<file path="config.mk">
export PLATFORM = sky130hd
export DESIGN_NAME = hazard_scoreboard
export DESIGN_NICKNAME = d
export VERILOG_FILES = /design/src/rtl/hazard_pkg.sv /design/src/rtl/pending_ctr.sv /design/src/rtl/hazard_scoreboard.sv
export SDC_FILE = /design/constraint.sdc
export NUM_CORES = 1
export LEC_CHECK = 0
export BUFFER_PORTS_ARGS = -buffer_cell sky130_fd_sc_hd__clkbuf_2
export CAP_MARGIN = 20
export CORE_MARGIN = 3
export CORE_UTILIZATION = 30
export CTS_CLUSTER_SIZE = 30
export DETAILED_ROUTE_END_ITERATION = 16
export HOLD_SLACK_MARGIN = 0.03
export PLACE_DENSITY_LB_ADDON = 0.1
export SETUP_SLACK_MARGIN = 0.3
export SLEW_MARGIN = 20
export SYNTH_ARGS = -nofsm -noshare
export SYNTH_HDL_FRONTEND = slang
export SYNTH_SLANG_ARGS = --single-unit
export TNS_END_PERCENT = 10
</file>
<file path="constraint.sdc">
create_clock -name clk_i -period 7.8 [get_ports clk_i]
set_clock_uncertainty 0.15 [all_clocks]
set_input_delay 2.34 -clock clk_i [delete_from_list [all_inputs] [get_ports clk_i]]
set_output_delay 2.34 -clock clk_i [all_outputs]
set_load 0.1 [all_outputs]
</file>
<file path="src/rtl/hazard_pkg.sv">
// Shared types for the hazard scoreboard: FSM state, pipeline control bundle,
// load-latency limits and perf-counter width.
package hazard_pkg;

    localparam int unsigned LOAD_LAT_MIN = 1;
    localparam int unsigned LOAD_LAT_MAX = 8;
    localparam int unsigned PERF_W       = 32;

    // Reason for the pipeline action taken in a cycle
    typedef enum logic [1:0] {
        ST_RUN        = 2'd0,
        ST_LOAD_STALL = 2'd1,
        ST_MDU_STALL  = 2'd2,
        ST_FLUSH      = 2'd3
    } hz_state_e;

    // Pipeline control bundle driven towards IF/ID/EX
    typedef struct packed {
        logic pc_write_en;
        logic if_id_write_en;
        logic if_id_flush;
        logic id_ex_flush;
        logic stall;
    } pipe_ctrl_t;

    // Decode an action reason into the pipeline control bundle
    function automatic pipe_ctrl_t ctrl_for(hz_state_e st);
        pipe_ctrl_t c;
        c.pc_write_en    = 1'b1;
        c.if_id_write_en = 1'b1;
        c.if_id_flush    = 1'b0;
        c.id_ex_flush    = 1'b0;
        c.stall          = 1'b0;
        case (st)
            ST_FLUSH: begin
                c.if_id_flush = 1'b1;
                c.id_ex_flush = 1'b1;
            end
            ST_LOAD_STALL, ST_MDU_STALL: begin
                c.pc_write_en    = 1'b0;
                c.if_id_write_en = 1'b0;
                c.id_ex_flush    = 1'b1;
                c.stall          = 1'b1;
            end
            default: ;
        endcase
        return c;
    endfunction

endpackage

</file>
<file path="src/rtl/pending_ctr.sv">
// Per-register load-pending counter: loads on set, otherwise counts down to zero.
module pending_ctr
    import hazard_pkg::*;
#(
    parameter int unsigned CNT_W   = 2,
    parameter int unsigned SET_VAL = 1
) (
    input  logic             clk_i,
    input  logic             rst_ni,
    input  logic             set_i,
    output logic [CNT_W-1:0] cnt_o
);

    // Set has priority over the free-running decrement
    always_ff @(posedge clk_i or negedge rst_ni) begin
        if (!rst_ni) begin
            cnt_o <= '0;
        end else if (set_i) begin
            cnt_o <= CNT_W'(SET_VAL);
        end else if (cnt_o != '0) begin
            cnt_o <= cnt_o - CNT_W'(1);
        end
    end

endmodule

</file>
<file path="src/rtl/hazard_scoreboard.sv">
// Load-use / MUL-DIV hazard scoreboard and pipeline control for an in-order core.
// Optional feature macro: HAZARD_PERF_EN adds saturating stall/flush counters.
// LOAD_LAT must lie within hazard_pkg::LOAD_LAT_MIN..LOAD_LAT_MAX.
module hazard_scoreboard
    import hazard_pkg::*;
#(
    parameter  int unsigned LOAD_LAT   = 2,
    parameter  int unsigned NUM_REGS   = 32,
    localparam int unsigned REG_ADDR_W = $clog2(NUM_REGS)
) (
    input  logic                  clk_i,
    input  logic                  rst_ni,
    input  logic                  id_valid_i,
    input  logic [REG_ADDR_W-1:0] rs1_addr_id_i,
    input  logic [REG_ADDR_W-1:0] rs2_addr_id_i,
    input  logic                  rs1_used_id_i,
    input  logic                  rs2_used_id_i,
    input  logic [REG_ADDR_W-1:0] rd_addr_id_i,
    input  logic                  id_is_load_i,
    input  logic                  id_is_mdu_i,
    input  logic                  mdu_done_i,
    input  logic                  flush_req_i,
    output logic                  pc_write_en_o,
    output logic                  if_id_write_en_o,
    output logic                  if_id_flush_o,
    output logic                  id_ex_flush_o,
    output logic                  stall_o
`ifdef HAZARD_PERF_EN
    ,
    output logic [PERF_W-1:0]     load_stall_cnt_o,
    output logic [PERF_W-1:0]     mdu_stall_cnt_o,
    output logic [PERF_W-1:0]     flush_cnt_o
`endif
);

    localparam int unsigned CNT_W   = $clog2(LOAD_LAT + 1);
    localparam int unsigned SET_VAL = LOAD_LAT - 1;

    logic [CNT_W-1:0]      cnt [NUM_REGS];
    logic                  issue;
    logic                  rs1_pend;
    logic                  rs2_pend;
    logic                  rs1_mdu;
    logic                  rs2_mdu;
    logic                  load_hz;
    logic                  mdu_hz;
    logic                  mdu_busy_q;
    logic [REG_ADDR_W-1:0] mdu_rd_q;
    hz_state_e             state_q;
    hz_state_e             state_d;
    pipe_ctrl_t            ctrl;

    // x0 is hard-wired and never pending
    assign cnt[0] = '0;

    // One pending counter per writable register
    for (genvar r = 1; r < NUM_REGS; r++) begin : g_pend
        logic set;
        assign set = issue & id_is_load_i & (rd_addr_id_i == REG_ADDR_W'(r));
        pending_ctr #(
            .CNT_W  (CNT_W),
            .SET_VAL(SET_VAL)
        ) u_ctr (
            .clk_i (clk_i),
            .rst_ni(rst_ni),
            .set_i (set),
            .cnt_o (cnt[r])
        );
    end

    // Hazard detection against pending loads and the in-flight MDU op
    always_comb begin
        rs1_pend = rs1_used_id_i && (rs1_addr_id_i != '0) && (cnt[rs1_addr_id_i] != '0);
        rs2_pend = rs2_used_id_i && (rs2_addr_id_i != '0) && (cnt[rs2_addr_id_i] != '0);
        rs1_mdu  = rs1_used_id_i && (mdu_rd_q != '0) && (rs1_addr_id_i == mdu_rd_q);
        rs2_mdu  = rs2_used_id_i && (mdu_rd_q != '0) && (rs2_addr_id_i == mdu_rd_q);
        load_hz  = id_valid_i && (rs1_pend || rs2_pend);
        mdu_hz   = id_valid_i && mdu_busy_q && (id_is_mdu_i || rs1_mdu || rs2_mdu);
    end

    // Next action: flush beats MDU hazard beats load hazard
    always_comb begin
        state_d = ST_RUN;
        if (flush_req_i) begin
            state_d = ST_FLUSH;
        end else if (mdu_hz) begin
            state_d = ST_MDU_STALL;
        end else if (load_hz) begin
            state_d = ST_LOAD_STALL;
        end
    end

    assign ctrl             = ctrl_for(state_d);
    assign pc_write_en_o    = ctrl.pc_write_en;
    assign if_id_write_en_o = ctrl.if_id_write_en;
    assign if_id_flush_o    = ctrl.if_id_flush;
    assign id_ex_flush_o    = ctrl.id_ex_flush;
    assign stall_o          = ctrl.stall;
    assign issue            = id_valid_i & ~ctrl.stall & ~flush_req_i;

    // Track the single outstanding MDU op; a done pulse with nothing busy is a no-op
    always_ff @(posedge clk_i or negedge rst_ni) begin
        if (!rst_ni) begin
            mdu_busy_q <= 1'b0;
            mdu_rd_q   <= '0;
        end else if (issue && id_is_mdu_i) begin
            mdu_busy_q <= 1'b1;
            mdu_rd_q   <= rd_addr_id_i;
        end else if (mdu_done_i) begin
            mdu_busy_q <= 1'b0;
        end
    end

    // Registered reason for the previous cycle's action (debug visibility)
    always_ff @(posedge clk_i or negedge rst_ni) begin
        if (!rst_ni) begin
            state_q <= ST_RUN;
        end else begin
            state_q <= state_d;
        end
    end

    // The debug state register must always hold a defined encoding
    always_comb begin
        assert (state_q inside {ST_RUN, ST_LOAD_STALL, ST_MDU_STALL, ST_FLUSH});
    end

`ifdef HAZARD_PERF_EN
    logic [PERF_W-1:0] load_stall_cnt_q;
    logic [PERF_W-1:0] mdu_stall_cnt_q;
    logic [PERF_W-1:0] flush_cnt_q;

    // Saturating tallies of cycles spent in each non-run action
    always_ff @(posedge clk_i or negedge rst_ni) begin
        if (!rst_ni) begin
            load_stall_cnt_q <= '0;
            mdu_stall_cnt_q  <= '0;
            flush_cnt_q      <= '0;
        end else begin
            if ((state_d == ST_LOAD_STALL) && (load_stall_cnt_q != '1)) begin
                load_stall_cnt_q <= load_stall_cnt_q + PERF_W'(1);
            end
            if ((state_d == ST_MDU_STALL) && (mdu_stall_cnt_q != '1)) begin
                mdu_stall_cnt_q <= mdu_stall_cnt_q + PERF_W'(1);
            end
            if ((state_d == ST_FLUSH) && (flush_cnt_q != '1)) begin
                flush_cnt_q <= flush_cnt_q + PERF_W'(1);
            end
        end
    end

    assign load_stall_cnt_o = load_stall_cnt_q;
    assign mdu_stall_cnt_o  = mdu_stall_cnt_q;
    assign flush_cnt_o      = flush_cnt_q;
`endif

endmodule
</file>
### After elaboration in Yosys (flattened, before gate mapping)

Index checks and enable logic that the tools add are counted.

* add/sub/neg operators: 31
* order comparisons: 2
* equal/unequal tests: 36
* muxes and demuxes: 77
* bitwise logic cells: 38
* reductions and logical operators: 85

Operators by type and width (count)
* $mux W2: 69
* $reduce_bool A2 Y1: 65
* $eq A5 B5 Y1 const B: 16
* $sub A2 B1 Y2 const B: 31
* $eq A5 B4 Y1 const B: 8
* $and A1 B1 Y1: 34
* $bmux W2 S5: 2
* $eq A5 B3 Y1 const B: 4
* $reduce_bool A5 Y1: 3
* $ge A6 B6 Y1 const B: 2
* $logic_and A1 B1 Y1: 12
* $not A5 Y6: 2
* $eq A5 B2 Y1 const B: 2
* $eq A5 B5 Y1: 2
* $mux W1: 6
* $eq A5 B1 Y1 const B: 1
* $eq A2 B2 Y1 const B: 2
* $logic_or A1 B1 Y1: 3
* $reduce_or A3 Y1: 1
* $eq A2 B1 Y1 const B: 1
* $not A1 Y1: 2
* $reduce_or A2 Y1: 1

* bits in registers: 68
* output and inout port bits: 5

### Longest topological paths before layout

* depth in word-level cells: 20
* gate-level depth with buffers: 16

### By module

From an unflattened synthesis, not the netlist that was laid out.

* cell total of the unflattened synthesis: 485
* area total of the unflattened synthesis: 4504.3 µm²

By module, submodules not included
* pending_ctr: instances 31, cells each 9, area an instance 98.8 µm², sequential area each 50.0 µm²
* hazard_scoreboard: instances 1, cells each 206, area an instance 1440.1 µm², sequential area each 150.1 µm²

### Worst setup path after synthesis

Ideal clock, no wire load.

* path type: input-to-output
* start point: input rs2_addr_id_i[0]
* end point: output pc_write_en_o
* arrival: 5561 ps
* required time: 5310 ps
* path slack: -251 ps
* cell stages on the path: 9
* cell sequence: buf_2 -> mux4_2 -> mux2i_1 -> a211oi_1 -> nor4_2 -> a211oi_1 -> ha_1 -> inv_1 -> buf_4

* cells in the longest elaborated chain, start to end: 14

RTL lines
* start, declared: line hazard_scoreboard.sv:15 `input logic [REG_ADDR_W-1:0] rs2_addr_id_i,`
* $not A5 Y6 (not written as such): line hazard_scoreboard.sv:74 `rs2_pend = rs2_used_id_i && (rs2_addr_id_i != '0) && (cnt[rs2_addr_id_i] != '0);`
* $bmux W2 S5: line hazard_scoreboard.sv:74
* $mux W2 (not written as such) (2 in series): line hazard_scoreboard.sv:74
* $reduce_bool A2 Y1: line hazard_scoreboard.sv:74
* $logic_and A1 B1 Y1: line hazard_scoreboard.sv:74
* $logic_or A1 B1 Y1: line hazard_scoreboard.sv:77 `load_hz = id_valid_i && (rs1_pend || rs2_pend);`
* $logic_and A1 B1 Y1: line hazard_scoreboard.sv:77
* $mux W1: line hazard_scoreboard.sv:88 `end else if (load_hz) begin`
* $mux W2 *: line hazard_scoreboard.sv:86 `end else if (mdu_hz) begin`
* $mux W2 *: line hazard_scoreboard.sv:84 `if (flush_req_i) begin`
* $eq A2 B1 Y1 / $eq A2 B2 Y1 (equally long branches): line hazard_pkg.sv:34 `case (st)`
* $reduce_or A2 Y1 *: line hazard_pkg.sv:34
* $mux W2 *: line hazard_pkg.sv:34
* end, declared: line hazard_scoreboard.sv:23 `output logic pc_write_en_o,`

Every way passes the cells marked *; elsewhere a longest branch is shown, timed or not. The select of a mux whose other input is x is not followed.

### Worst setup path after layout

* start point: input rs1_addr_id_i[1]
* end point: output id_ex_flush_o

* cells in the longest elaborated chain, start to end: 14

RTL lines
* start, declared: line hazard_scoreboard.sv:14 `input logic [REG_ADDR_W-1:0] rs1_addr_id_i,`
* $not A5 Y6 (not written as such): line hazard_scoreboard.sv:73 `rs1_pend = rs1_used_id_i && (rs1_addr_id_i != '0) && (cnt[rs1_addr_id_i] != '0);`
* $bmux W2 S5: line hazard_scoreboard.sv:73
* $mux W2 (not written as such) (2 in series): line hazard_scoreboard.sv:73
* $reduce_bool A2 Y1: line hazard_scoreboard.sv:73
* $logic_and A1 B1 Y1: line hazard_scoreboard.sv:73
* $logic_or A1 B1 Y1: line hazard_scoreboard.sv:77
* $logic_and A1 B1 Y1: line hazard_scoreboard.sv:77
* $mux W1: line hazard_scoreboard.sv:88
* $mux W2 *: line hazard_scoreboard.sv:86
* $mux W2 *: line hazard_scoreboard.sv:84
* $eq A2 B2 Y1 / $eq A2 B1 Y1 (equally long branches): line hazard_pkg.sv:34
* $reduce_or A3 Y1 (no line) *
* $mux W1 *: line hazard_pkg.sv:34
* end, declared: line hazard_scoreboard.sv:26 `output logic id_ex_flush_o,`

Marked as above.

==> impl_results.md <==
- Highest clock rate: 138 MHz
- CP required: 5.31 ns
- Worst-path fanout max: 20
- # IOs: 29
- Die area: 0.0164 mm^2
- I/O Buffers: 28
- Worst setup margin: 0.547 ns
- Cell repeated most along the worst path: clkbuf_2
- CP max stage delay: 0.63 ns
- GP Congestion: 0.794
- Fillers: 1474
- Root buffer cell: clkbuf_16
- Clk sink count: 68
- Vias in the first global route: 3530
- First-pass GRT wire length: 19.7 mm
- Fin crit share: 0.930
- Synthesized area: 0.00446 mm^2
- Async SR Flop Fraction: 1.00
- Post-synthesis mux area share: 0.0600
- Clock Power Share: 0.213
- Post-Syn Instances: 500
- Total power: 0.00216 W
- CTS tree: yes
- Routed WL: 12.1 mm
- Flop and latch count out of synthesis: 68
- Setup CP Type: in -> out
- Crit path buf inv count: 3
- Crit path arrival time: 4.76 ns
- Setup TNS Final: 0 ns
- Post-synthesis simple-gate area fraction: 0.140
- Max VDD drop: 0.210 mV
- Status: complete, no violations
- Number of remaining DRC errors: 0
- Yosys cell types: 49
- Synth Area in Adders: 0.0925
- Internal Power: 0.00130 W
- RSZ-0062 raised after global routing: no
- CTS clk-pin slew, worst paths: 0.05 ns
- Final Non-Filler Cells: 707
- Die X-Extent: 128 um
- CTS HTree Levels: 3
- Clk buf depth: 2
- Max_cap viols: 0
- Syn nets: 557
- Core area: 0.0142 mm^2
- Initial core utilization: 0.314
- Worst Tran Pin Value: 1.07 ns
- Relative slew slack: 0.279
- CP Launch Type: input pin
- P_leak: 2.43 nW
- Overflow after GRT: 0
- Cell chain of the critical path: clkbuf_2 > mux4_1 > nor2_1 > o22ai_2 > nor3_1 > a211oi_1 > ha_4 > inv_1 > clkbuf_2
- Area grow syn2layout: 14.2%
- EDFF count, synth: 0
- Initial antenna violation count: 1
- Antenna Nets Post-Route: 0
- Main synth FF type: dfrtp_1
- Switching share of power: 0.400
- Compound-Gate Fraction of Synth Area: 0.161
- Synth Warn #: 0
- Die Ht: 128 um
- CP top delay family: buffers and inverters
- Via density per instance: 5.03
- Vias: 3559
- Synth Area in XOR/XNOR: 0.0804
- Worst path slowest cell: mux4_1
- Register area share after synthesis: 0.381
- Switching pwr: 0.000865 W
- Largest family of logic cells by synthesized area: compound AO/OA/AOI/OAI gates
- Comb power frac: 0.453
- GRT Util Overall: 0.159
- Share of layout cells above drive strength 1: 0.125
- Tmin final: 7.25 ns
- Worst skew pair latency: 0.34 ns
- DP HPWL: 8.94 mm
- Final slew viol count: 0
- Row count: 43
- Nets: 579
- DRT iter0 DRCs: 158
- CTS buffer count: 9
- Crit end category: output pin
- Endpoints failing hold: 0
- Post-CTS Hold Buffers: 0
- Cells after DPL: 691
- Hold Crit Class: reg -> reg
- Total power divided by cell area: 425 mW/mm^2
- Diode count: 0
- Syn avg cell area: 8.93 um^2
- DR pass1 iterations: 6
- Largest net degree at the start of global routing: 69
- Sequential Power Share: 0.334
- Avg WL per Cell: 17.1 um
- Setup Viol. Count Final: 0
- Setup WS pre-CTS: 0.443 ns
registers in the layout, summed over array words and instances (netlist names):
name,count
g_pend.u_ctr.cnt_o,62
mdu_rd_q,5
mdu_busy_q,1
Yosys cell counts, drive strengths merged, types with 2 or more instances:
| library cell | n | area share |
|---|---|---|
| nand2 | 17 | 0.014 |
| a31oi | 21 | 0.029 |
| nor2b | 5 | 0.0070 |
| nor2 | 71 | 0.060 |
| o22ai | 2 | 0.0042 |
| o31ai | 2 | 0.0034 |
| inv | 67 | 0.056 |
| o21a | 2 | 0.0034 |
| a21oi | 41 | 0.046 |
| nor4 | 5 | 0.0084 |
| a21o | 2 | 0.0034 |
| mux2 | 5 | 0.013 |
| xnor2 | 2 | 0.0039 |
| nor3 | 15 | 0.018 |
| o211a | 2 | 0.0045 |
| o21ai | 34 | 0.038 |
| a211oi | 6 | 0.010 |
| dfrtp | 68 | 0.38 |
| and3 | 2 | 0.0028 |
| buf | 13 | 0.021 |
| and2 | 2 | 0.0028 |
| xor2 | 39 | 0.077 |
| mux2i | 2 | 0.0045 |
| ha | 33 | 0.092 |
| or4 | 2 | 0.0034 |
| a311oi | 2 | 0.0039 |
| mux4 | 8 | 0.043 |
| nor3b | 3 | 0.0050 |
| nor4b | 2 | 0.0039 |
| nand2b | 6 | 0.0084 |
| nand3 | 2 | 0.0022 |
| clkbuf | 8 | 0.0076 |
final timing paths:
kind | startpoint | end | slack, ns | cells past startpoint
worst max-delay path | rs1_addr_id_i[1] | id_ex_flush_o | 0.55 | 9
worst min-delay path | mdu_busy_q$_DFFE_PN0P_ | mdu_busy_q$_DFFE_PN0P_ | 0.39 | 1
worst max register to register | g_pend[30].u_ctr.cnt_o[1]$_DFFE_PN0P_ | g_pend[15].u_ctr.cnt_o[1]$_DFFE_PN0P_ | 3.84 | 11
worst min register to register | mdu_busy_q$_DFFE_PN0P_ | mdu_busy_q$_DFFE_PN0P_ | 0.39 | 1
max in group asynchronous | rst_ni | g_pend[16].u_ctr.cnt_o[0]$_DFFE_PN0P_ | 4.91 | 1
min in group asynchronous | rst_ni | g_pend[14].u_ctr.cnt_o[0]$_DFFE_PN0P_ | 1.98 | 1
power by group through the flow:
stage | Clock, W | Combinational (W) | Sequential, W
after floorplan | 0 | 0.000806 | 0.000684
after global placement | 0 | 0.000941 | 0.000723
after detailed placement | 0 | 0.000985 | 0.000728
after CTS | 0.000475 | 0.000994 | 0.000724
after global routing | 0.000490 | 0.00116 | 0.000753
final | 0.000460 | 0.000981 | 0.000723
layout make-up:
type / instances / area, um^2 / area share
clock inverters: 4 / 70.1 / 0.0137
multi-input cells: 344 / 2400 / 0.470
repair buffers: 32 / 180 / 0.0354
flip-flops and latches: 68 / 1700 / 0.334
well taps: 180 / 225 / 0.0442
inverters: 67 / 255 / 0.0501
clock buffers: 12 / 267 / 0.0523
per-layer routing:
metal  track usage  part of all wire  routed length [um]  vias to the layer above
met1         0.208              0.47                5710                     1724
met2         0.254              0.46                5590                       57
met3        0.0517             0.049                 592                       14
li1              -                 -                   -                     1762
met4        0.0431             0.013                 156                        2
met5             0            0.0011                  13                        -
stage by stage:
stage / cell area [um^2] / hold slack (ns) / util
4_1_cts: 5090 / 0.396 / 0.359
6_report: 5100 / 0.393 / 0.359
3_3_place_gp: 4760 / 0.365 / 0.335
2_1_floorplan: 4480 / 0.318 / -
5_1_grt: 5100 / 0.409 / 0.359
3_5_place_dp: 4760 / 0.379 / 0.335
repair_timing:
action | 4_1_cts | 5_1_grt
setup buffers | 0 | 0
endpoints found under the setup margin | 0 | 1
gates resized for setup | 0 | 2
worst register-to-register path: cells and delay by family (launching register included):
kind,cells,cell delay (ns)
AOI/OAI and AO/OA,2,0.56
muxes,1,0.28
and+or+nand+nor,7,2.15
adders and majority gates,1,0.28
DFF,1,0.39
kinds of logic (layout without fill, tap and decap cells):
logic type	after synthesis	count (layout)
AOI/OAI and AO/OA	121	121
buffers and inverters	88	115
xor gates and xnor gates	41	41
and+or+nand+nor	134	134
muxes	15	15
DFF	68	68
adders and majority gates	33	33
layout by cell type, fill, tap and decap left out, types with 3 or more instances in the layout:
cell        n
a211oi_1    6
a21oi_1    41
a31oi_1    21
buf_4       7
clkbuf_16   9
clkbuf_2   24
clkbuf_8    3
dfrtp_1    68
ha_1       32
inv_1      66
mux2_2      5
mux4_1      3
mux4_2      5
nand2_1    17
nand2b_1    6
nor2_1     71
nor2b_1     5
nor3_1     14
nor3b_1     3
nor4_1      4
o21ai_0    31
o21ai_1     3
xor2_1     39
No activity file was read; power rests on OpenSTA's default activity.
